`src/rtl/arb_pkg.sv`:
```
// Shared definitions for the three-input bus arbiter: FSM encoding, mux
// selection codes, requester count and the rotating-pointer step helper.
package arb_pkg;

  localparam int NUM_REQ = 3;

  typedef enum logic {
    ST_IDLE = 1'b0,
    ST_OWN  = 1'b1
  } arb_state_e;

  localparam int SEL_NONE = 0;
  localparam int SEL_IN1  = 1;
  localparam int SEL_IN2  = 2;
  localparam int SEL_IN3  = 3;

  // Requester index after i, wrapping 2 -> 0.
  function automatic logic [1:0] next_idx(input logic [1:0] i);
    return (i >= 2'd2) ? 2'd0 : i + 2'd1;
  endfunction

endpackage

```
`src/rtl/rr_pick3.sv`:
```
// Combinational rotating-priority search over three requests, starting one
// past the last winner and wrapping.
module rr_pick3
  import arb_pkg::*;
(
  input  logic [2:0] req_i,
  input  logic [1:0] last_ptr_i,
  output logic       valid_o,
  output logic [1:0] idx_o
);

  logic [1:0] probe;

  always_comb begin
    valid_o = 1'b0;
    idx_o   = 2'd0;
    probe   = next_idx(last_ptr_i);
    for (int i = 0; i < NUM_REQ; i++) begin
      if (!valid_o && req_i[probe]) begin
        valid_o = 1'b1;
        idx_o   = probe;
      end
      probe = next_idx(probe);
    end
  end

endmodule

```
`src/rtl/three_input_bus_arbiter.sv`:
```
// Round-robin arbiter/sequencer for the 17-bit three-input operand mux, with
// hold-time preemption and a registered output word.
// Optional per-requester grant counters are enabled by ARB_GRANT_COUNT_EN.
module three_input_bus_arbiter
  import arb_pkg::*;
#(
  parameter int WIDTH    = 17,
  parameter int SEL_W    = 4,
  parameter int MAX_HOLD = 8
) (
  input  logic             Clk,
  input  logic             Reset_n,
  input  logic [2:0]       Req,
  input  logic [WIDTH-1:0] Input1,
  input  logic [WIDTH-1:0] Input2,
  input  logic [WIDTH-1:0] Input3,
  output logic [2:0]       Grant,
  output logic [SEL_W-1:0] Selection,
  output logic [WIDTH-1:0] Output,
  output logic             OutValid,
  output logic [1:0]       OutSource,
  output arb_state_e       DbgState
`ifdef ARB_GRANT_COUNT_EN
  ,
  output logic [47:0]      GrantCount
`endif
);

  // Handshake: a transfer happens in any cycle where Grant[k] and Req[k] are
  // both high; the word appears on Output with OutValid one cycle later.

  arb_state_e       state_q, state_d;
  logic [2:0]       grant_q, grant_d;
  logic [SEL_W-1:0] sel_q, sel_d;
  logic [1:0]       last_ptr_q, last_ptr_d;
  logic [7:0]       hold_q, hold_d;
  logic [WIDTH-1:0] out_q, out_d;
  logic             out_valid_q, out_valid_d;
  logic [1:0]       out_src_q, out_src_d;

  logic             transfer;
  logic             hold_limit;
  logic             new_grant;
  logic [2:0]       pick_req;
  logic             pick_valid;
  logic [1:0]       pick_idx;
  logic [WIDTH-1:0] sel_data;

  // While owning, last_ptr_q is the owner, so masking the owner out lets the
  // same search serve idle arbitration, release and preemption.
  assign transfer   = (state_q == ST_OWN) && Req[last_ptr_q];
  assign pick_req   = (state_q == ST_OWN) ? (Req & ~grant_q) : Req;
  assign hold_limit = hold_q >= 8'(MAX_HOLD - 1);

  rr_pick3 u_pick (
    .req_i      (pick_req),
    .last_ptr_i (last_ptr_q),
    .valid_o    (pick_valid),
    .idx_o      (pick_idx)
  );

  always_comb begin
    case (last_ptr_q)
      2'd0:    sel_data = Input1;
      2'd1:    sel_data = Input2;
      default: sel_data = Input3;
    endcase
  end

  always_comb begin
    state_d    = state_q;
    grant_d    = grant_q;
    sel_d      = sel_q;
    last_ptr_d = last_ptr_q;
    hold_d     = hold_q;
    new_grant  = 1'b0;
    case (state_q)
      ST_IDLE: begin
        if (pick_valid) new_grant = 1'b1;
      end
      ST_OWN: begin
        if (!transfer) begin
          if (pick_valid) begin
            new_grant = 1'b1;
          end else begin
            state_d = ST_IDLE;
            grant_d = 3'b000;
            sel_d   = SEL_W'(SEL_NONE);
            hold_d  = 8'd0;
          end
        end else if (hold_limit && pick_valid) begin
          new_grant = 1'b1;
        end else if (hold_q != 8'(MAX_HOLD)) begin
          hold_d = hold_q + 8'd1;
        end
      end
      default: state_d = ST_IDLE;
    endcase
    if (new_grant) begin
      state_d    = ST_OWN;
      grant_d    = 3'b001 << pick_idx;
      sel_d      = SEL_W'(SEL_IN1) + SEL_W'(pick_idx);
      last_ptr_d = pick_idx;
      hold_d     = 8'd0;
    end
  end

  always_comb begin
    out_d       = out_q;
    out_valid_d = 1'b0;
    out_src_d   = out_src_q;
    if (transfer) begin
      out_d       = sel_data;
      out_valid_d = 1'b1;
      out_src_d   = last_ptr_q;
    end
  end

  always_ff @(posedge Clk or negedge Reset_n) begin
    if (!Reset_n) begin
      state_q     <= ST_IDLE;
      grant_q     <= 3'b000;
      sel_q       <= SEL_W'(SEL_NONE);
      last_ptr_q  <= 2'd2;
      hold_q      <= 8'd0;
      out_q       <= '0;
      out_valid_q <= 1'b0;
      out_src_q   <= 2'd0;
    end else begin
      state_q     <= state_d;
      grant_q     <= grant_d;
      sel_q       <= sel_d;
      last_ptr_q  <= last_ptr_d;
      hold_q      <= hold_d;
      out_q       <= out_d;
      out_valid_q <= out_valid_d;
      out_src_q   <= out_src_d;
    end
  end

`ifdef ARB_GRANT_COUNT_EN
  logic [15:0] gcnt_q [3];

  always_ff @(posedge Clk or negedge Reset_n) begin
    if (!Reset_n) begin
      for (int k = 0; k < NUM_REQ; k++) gcnt_q[k] <= 16'd0;
    end else if (new_grant) begin
      gcnt_q[pick_idx] <= gcnt_q[pick_idx] + 16'd1;
    end
  end

  assign GrantCount = {gcnt_q[2], gcnt_q[1], gcnt_q[0]};
`endif

  assign Grant     = grant_q;
  assign Selection = sel_q;
  assign Output    = out_q;
  assign OutValid  = out_valid_q;
  assign OutSource = out_src_q;
  assign DbgState  = state_q;

endmodule

```
`config.mk`:
```
export PLATFORM = sky130hd
export DESIGN_NAME = three_input_bus_arbiter
export DESIGN_NICKNAME = d
export VERILOG_FILES = /design/src/rtl/arb_pkg.sv /design/src/rtl/rr_pick3.sv /design/src/rtl/three_input_bus_arbiter.sv
export SDC_FILE = /design/constraint.sdc
export NUM_CORES = 1
export LEC_CHECK = 0
export ABC_AREA = 0
export ABC_CLOCK_PERIOD_IN_PS = 2150
export CELL_PAD_IN_SITES_DETAIL_PLACEMENT = 2
export CELL_PAD_IN_SITES_GLOBAL_PLACEMENT = 2
export CORE_MARGIN = 2
export CORE_UTILIZATION = 25
export CTS_BUF_LIST = sky130_fd_sc_hd__clkbuf_8 sky130_fd_sc_hd__clkbuf_16
export CTS_CLUSTER_SIZE = 30
export DETAILED_ROUTE_END_ITERATION = 7
export HOLD_SLACK_MARGIN = 0.06
export PLACE_DENSITY_LB_ADDON = 0.25
export SETUP_SLACK_MARGIN = 0.5
export SLEW_MARGIN = 20
export SYNTH_ARGS = -nofsm -noshare
export SYNTH_HDL_FRONTEND = slang
export SYNTH_SLANG_ARGS = --single-unit
```
`constraint.sdc`:
```
create_clock -name Clk -period 2.15 [get_ports Clk]
set_clock_uncertainty 0.1 [all_clocks]
set_input_delay 0.3225 -clock Clk [delete_from_list [all_inputs] [get_ports Clk]]
set_output_delay 0.3225 -clock Clk [all_outputs]
set_load 0.03 [all_outputs]
```
==> flow_metrics.py, run 1 <==
metrics = {
    "run_status": {
        "status": "finished clean",
    },
    "yosys": {
        "async_flop_share_pct": 100,
        "synth_top_area_share_pct": 41.8,
        "synth_area_um2": 2150,
        "synth-edff-count": 0,
        "synth_area_leaders": "dfrtp_1 (42%), mux2i_1 (12%), nand2_1 (5.6%)",
        "ys_ff_latch": 37,
        "yosysSeqAreaShare_pct": 43.0,
        "yosysWarnings": 0,
        "synth_ff_type": "dfrtp_1",
        "syn_nets": 301,
        "yosysTopAreaCell": "dfrtp_1",
        "syn_area_per_cell_um2": 9.01,
        "netlist_instances": 239,
        "ys_types": 43,
    },
    "routing": {
        "routedWlPerCell_um": 17.3,
        "route.detailed.drc": 0,
        "vias": 2194,
        "routed_via_density": 4.85,
        "drt-total-wl_um": 7820,
        "drtAntennaViolNets": 0,
        "drtIter0Drc": 22,
        "drt-pass1-iter-count": 4,
    },
    "finish": {
        "diodes": 0,
        "layout_common_cells": "clkdlybuf4s50_1 (53), dfrtp_1 (33), nand2_1 (31), mux2i_1 (26), dlygate4sd2_1 (26)",
        "multiInputGateArea_um2": 1230,
        "layout.nets": 408,
        "nFillCells": 910,
        "final_common_cell": "clkdlybuf4s50_1",
        "seq_area_um2": 933,
        "drive_gt1_share_pct": 21.0,
        "area_delta_synth_final_pct": 66.7,
    },
    "clock_network": {
        "cts_buffers": 5,
        "cts.path.max_buffers": 2,
        "clk_pin_slew_ns": 0.08,
        "cts-root-buf": "clkbuf_8",
        "cts_htree_levels": 2,
        "cts.sinks": 37,
        "cts_tree": "done",
        "clock_latency_ns": 0.30,
    },
    "worst_setup_path": {
        "arrival_ns": 2.01,
        "critPathSlowestCell": "or4_4",
        "crit_path_end_kind": "flip-flop",
        "slowest_delay_ns": 0.57,
        "crit_chain": "or4_4, a211oi_4, buf_6, a21oi_4, mux2_4",
        "crit_fanout": 3,
        "path_delay_family": "simple AND/OR/NAND/NOR gates",
        "path_class": "reg2reg",
        "crit_path_start_kind": "flip-flop",
        "critical_path_buf_inv_count": 1,
        "critPathRequiredTime_ns": 2.23,
    },
    "global_route": {
        "grt_pass1_wl_um": 12300,
        "grt_use_total_pct": 16.1,
        "grt_start_max_net_pins": 41,
        "gr-total-overflow": 0,
        "grt_pass1_vias": 2439,
        "antenna_found_initial": 0,
    },
    "floorplanning": {
        "floorplan.initialDensity_pct": 26.0,
        "core.rowCount": 33,
        "die_x_um": 96.8,
        "die-area_um2": 9380,
        "io_pins": 84,
        "core_um2": 8300,
        "die_h_um": 96.8,
    },
    "sta": {
        "tns_ns": 0,
        "timing.final.crit_period_ns": 1.93,
        "drv_slew": 0,
        "grt_setup_unrepaired": "yes",
        "layout_setup_ws_ns": 0.220,
        "tightestPinTransition_ns": 0.658,
        "hold_viol": 0,
        "finalCritPeriodShare_pct": 89.8,
        "holdWs_ns": 0.378,
        "slew_headroom_pct": 56.1,
        "fmax_ghz": 0.518,
        "setup_violations": 0,
    },
    "power_and_ir_drop": {
        "vdd_drop_max_mv": 0.519,
        "powerDensity_nw_per_um2": 1310,
        "power_leakage_uw": 0.00162,
    },
    "run": {
        "drv_cap": 0,
    },
    "placed_design": {
        "hpwl_um": 5540,
        "place_ws_ns": -0.0762,
        "io_buffers": 82,
        "gp_congestion": 0.772,
    },
    "min_path": {
        "holdCritPathClass": "reg2reg",
    },
}
## routing by layer
layer	part of all wire [%]	vias to the layer above	GRT usage (%)	wire, um
met3	3.1	9	3.40	243
met5	0	-	0	0
met4	1.6	0	5.09	127
li1	-	1039	-	-
met2	55	42	30.3	4290
met1	40	1104	17.9	3160
## power breakdown
part | total (uW) | switching [uW] | internal [uW] | leakage (uW)
logic | 2770 | 1630 | 1140 | 0.00109
registers | 1190 | 209 | 984 | 0.000468
clock network | 748 | 280 | 467 | 0.0000687
## worst paths after layout
check,startpoint,end,slack [ns],depth (start not counted)
worst min register to register,Output[4],Output[4],0.38,2
max in group asynchronous,Reset_n,Output[2],0.86,3
worst max register to register,hold_q[5],last_ptr_q[0],0.22,5
worst max-delay path,hold_q[5],last_ptr_q[0],0.22,5
worst min-delay path,Output[4],Output[4],0.38,2
min in group asynchronous,Reset_n,Selection[2],0.49,2
## registers in the layout, indices dropped and copies added (netlist names)
| register | cells |
|---|---|
| Selection | 3 |
| OutValid | 1 |
| Output | 17 |
| DbgState | 1 |
| hold_q | 8 |
| OutSource | 2 |
| last_ptr_q | 2 |
| Grant | 3 |
## cells in the mapped netlist (4+ instances only)
cell type and instances:
nand3_1 5, clkbuf_1 6, o21ai_0 22, ha_1 6, nor2_1 19, dfrtp_1 36, inv_1 12, mux2i_1 26
nand2_1 32, o211ai_1 4, buf_2 4, a21oi_1 22
## tightest hold or removal path: stages (launching register included)
cell	delay [ns]
dfrtp_1	0.34
nand2_1	0.04
o21ai_0	0.06
## logic make-up (layout without fill, tap and decap cells)
group | Yosys count | count (layout) | synth area share (%)
other cells | 1 | 1 | 0.174
compound gates | 62 | 62 | 17.1
buf+inv | 28 | 136 | 5.98
mux | 28 | 28 | 13.1
fa+ha+maj | 6 | 6 | 3.48
xor+xnor | 1 | 1 | 0.407
simple gates | 76 | 76 | 16.7
flops | 37 | 37 | 43.0
## stage by stage
| stage | instance area (um2) | total power (uW) | utilization [%] | instances |
|---|---|---|---|---|
| finish | 3590 | 4710 | 43.3 | 452 |
| global route | 3590 | 5050 | 43.3 | 452 |
| CTS | 3440 | 4570 | 41.5 | 445 |
| detailed placement | 3190 | 3880 | 38.4 | 428 |
| global placement | 3190 | 3780 | 38.4 | 428 |
| floorplan | 2180 | 2750 | - | 239 |
## what timing repair did
item | CTS | global route
endpoints found under the setup margin | 63 | 38
cloned | 0 | 2
buffers inserted | 8 | 5
hold buffers | 1 | 0
endpoints found under the hold margin | 24 | 0
resized for setup | 47 | 13
pin swaps | 8 | 8
## cell type report
| type | instances | share of cell area (%) |
|---|---|---|
| multi-input combinational | 174 | 34.3 |
| timing repair buffer | 115 | 30.8 |
| sequential | 37 | 26.0 |
| tap | 105 | 3.66 |
| clock buffer | 5 | 1.92 |
| clock inverter | 3 | 1.92 |
| inverter | 13 | 1.36 |
No activity file was read; power rests on OpenSTA's default activity.
==> run 2, diff against run 1 <==
CTS_BUF_LIST = sky130_fd_sc_hd__clkbuf_4 sky130_fd_sc_hd__clkbuf_8 sky130_fd_sc_hd__clkbuf_16   (was sky130_fd_sc_hd__clkbuf_8 sky130_fd_sc_hd__clkbuf_16)
SYNTH_HIERARCHICAL = 1   (was not set)
==> run 2 against run 1 <==
First-iteration DRC count rose by 120%. Sequential power barely moved. Flip-flop and latch count did not move. Largest cell class is now buffers. Worst setup slack got worse by 0.21 ns. Synthesized cell count fell by 7.9%. Wire length fell by 3.6%. Cell count fell by 4.0%. Cell area fell by 2.1%. Worst hold slack improved by 0.0031 ns.
==> flow_metrics.py, run 2 <==
metrics = {
    "routing": {
        "drt-total-wl_um": 7540,
        "route.detailed.drc": 0,
        "drt-pass1-iter-count": 4,
        "drtAntennaViolNets": 0,
        "routed_via_density": 4.80,
        "drtIter0Drc": 48,
        "routedWlPerCell_um": 17.4,
        "vias": 2083,
    },
    "yosys": {
        "ys_ff_latch": 37,
        "syn_area_per_cell_um2": 9.58,
        "yosysTopAreaCell": "dfrtp_1",
        "synth_ff_type": "dfrtp_1",
        "synth-simple-area-share_pct": 15.3,
        "yosysWarnings": 6,
        "synth_top_family_by_area": "compound AO/OA/AOI/OAI gates",
        "synth_top_area_share_pct": 42.7,
        "yosysSeqAreaShare_pct": 44.0,
        "synthMuxAreaShare_pct": 10.4,
        "syn_nets": 282,
        "yosysMostFrequentCell": "dfrtp_1",
        "ys_types": 42,
        "synth_area_um2": 2110,
        "async_flop_share_pct": 100,
        "synth-compound-area-share_pct": 21.4,
        "netlist_instances": 220,
        "synth_xor_area_share_pct": 0,
        "synth_common_cells": "dfrtp_1 (36), nand2_1 (22), nor2_1 (22), o21ai_0 (22), a21oi_1 (20)",
        "synthAdderAreaFrac_pct": 3.56,
        "synth-edff-count": 0,
        "synth_area_leaders": "dfrtp_1 (43%), mux2i_1 (8.1%), o21ai_0 (5.2%)",
    },
    "clock_network": {
        "cts_buffers": 5,
        "cts.sinks": 37,
        "cts_tree": "done",
        "cts_htree_levels": 2,
        "cts.path.max_buffers": 2,
        "cts-root-buf": "clkbuf_8",
        "clk_pin_slew_ns": 0.07,
        "clock_latency_ns": 0.29,
    },
    "power_and_ir_drop": {
        "powerDensity_nw_per_um2": 1400,
        "power_leakage_uw": 0.00162,
        "vdd_drop_max_mv": 0.360,
        "p_total_uw": 4910,
    },
    "sta": {
        "grt_setup_unrepaired": "yes",
        "holdWs_ns": 0.381,
        "tns_ns": 0,
        "slew_headroom_pct": 66.0,
        "drv_slew": 0,
        "tightestPinTransition_ns": 0.510,
        "finalCritPeriodShare_pct": 99.5,
        "fmax_ghz": 0.467,
        "hold_viol": 0,
        "timing.final.crit_period_ns": 2.14,
        "layout_setup_ws_ns": 0.0100,
        "setup_violations": 0,
    },
    "worst_setup_path": {
        "crit_fanout": 6,
        "r2r_cells": 7,
        "crit_path_end_kind": "flip-flop",
        "r2r-start": "DbgState",
        "arrival_ns": 2.22,
        "r2r_setup_slack_ns": 0.01,
        "slowest_delay_ns": 0.45,
        "critical_path_buf_inv_count": 0,
        "critPathRequiredTime_ns": 2.23,
        "crit_chain": "a21boi_4, or3_4, nor4bb_4, nand2_2, o22ai_4, nor2_4, mux2_4",
        "crit_path_start_kind": "flip-flop",
        "path_class": "reg2reg",
        "path_depth": 7,
        "path_delay_family": "simple AND/OR/NAND/NOR gates",
        "critPathSlowestCell": "dfrtp_2",
        "r2r_end": "hold_q[0]",
    },
    "run": {
        "drv_cap": 0,
    },
    "floorplanning": {
        "die_x_um": 95.8,
        "core_um2": 8180,
        "floorplan.initialDensity_pct": 25.8,
        "io_pins": 84,
        "die-area_um2": 9180,
        "die_h_um": 95.8,
        "core.rowCount": 33,
    },
    "placed_design": {
        "gp_congestion": 0.747,
        "io_buffers": 82,
        "place_area_um2": 3120,
        "hpwl_um": 5090,
        "place_ws_ns": -0.428,
    },
    "global_route": {
        "grt_pass1_wl_um": 11400,
        "antenna_found_initial": 0,
        "grt_start_max_net_pins": 29,
        "grt_use_total_pct": 16.1,
        "grt_pass1_vias": 2231,
        "gr-total-overflow": 0,
    },
    "finish": {
        "layout.nets": 390,
        "final_cell_area_um2": 3510,
        "largest_reg_flops": 17,
        "area_delta_synth_final_pct": 66.7,
        "nFillCells": 886,
        "diodes": 0,
        "seq_area_um2": 928,
        "drive_gt1_share_pct": 21.3,
        "layout_common_cells": "clkdlybuf4s50_1 (51), dfrtp_1 (35), dlygate4sd2_1 (29), nor2_1 (22), nand2_1 (21)",
        "multiInputGateArea_um2": 1160,
        "final_common_cell": "clkdlybuf4s50_1",
    },
    "run_status": {
        "status": "finished clean",
    },
    "min_path": {
        "holdCritPathClass": "reg2reg",
        "hold_start": "Output[8]",
        "hold_depth": 2,
        "hold_end": "Output[8]",
    },
}
run 2: worst reg2reg max path, stage by stage (launching register included):
cell      delay (ns)
dfrtp_2         0.45
a21boi_4        0.08
or3_4           0.42
nor4bb_4        0.31
nand2_2         0.13
o22ai_4         0.20
nor2_4          0.08
mux2_4          0.26
run 2: worst max-delay path by stage:
stage	start	endpoint	slack [ns]
after floorplan	DbgState	hold_q[0]	-0.14
after global placement	Req[2]	hold_q[0]	-0.31
after detailed placement	Req[2]	hold_q[0]	-0.43
after CTS	DbgState	hold_q[0]	0.05
after global routing	DbgState	hold_q[0]	-0.05
final	DbgState	hold_q[0]	0.01
run 2: per-stage QoR:
step                      std cells  util [%]
after floorplan                 220         -
after global placement          410      38.2
after detailed placement        410      38.2
after CTS                       430      41.9
after global routing            434      43.0
final                           434      43.0
run 2: final cells by class:
| cell class | instances | area share [%] |
|---|---|---|
| clock buffer | 7 | 2.74 |
| clock inverter | 1 | 0.142 |
| inverter | 7 | 0.748 |
| multi-input combinational | 162 | 33.0 |
| sequential | 37 | 26.4 |
| tap | 105 | 3.74 |
| timing repair buffer | 115 | 33.2 |
run 2: per-layer routing:
metal | share of wire (%) | vias to the layer above | wire [um] | global-route usage (%)
li1 | - | 986 | - | -
met4 | 1.2 | 0 | 90 | 4.05
met5 | 0 | - | 0 | 0
met2 | 53 | 42 | 3960 | 28.8
met3 | 3.9 | 6 | 291 | 3.13
met1 | 42 | 1049 | 3190 | 19.9
run 2: repair_timing:
action | in CTS | in global routing
pin swaps | 9 | 9
gates cloned | 3 | 0
hold endpoints to repair | 18 | 0
gates resized for setup | 50 | 30
hold buffers | 1 | 0
buffers inserted | 8 | 4
setup endpoints to repair | 61 | 38
run 2: kinds of logic after synthesis:
group | Yosys count
other | 1
adders and majority gates | 6
and+or+nand+nor | 66
DFF | 37
AOI/OAI and AO/OA | 68
muxes | 21
buffers and inverters | 21
run 2: power breakdown:
group | internal (uW) | switching, uW
Sequential | 979 | 184
Clock | 290 | 253
Combinational | 1500 | 1700
Total | 2770 | 2140
==> run 3, diff against run 2 <==
CAP_MARGIN = 10   (was not set)
==> results of run 3 <==
The final DEF is identical to that of run 2; final timing and power are the same.
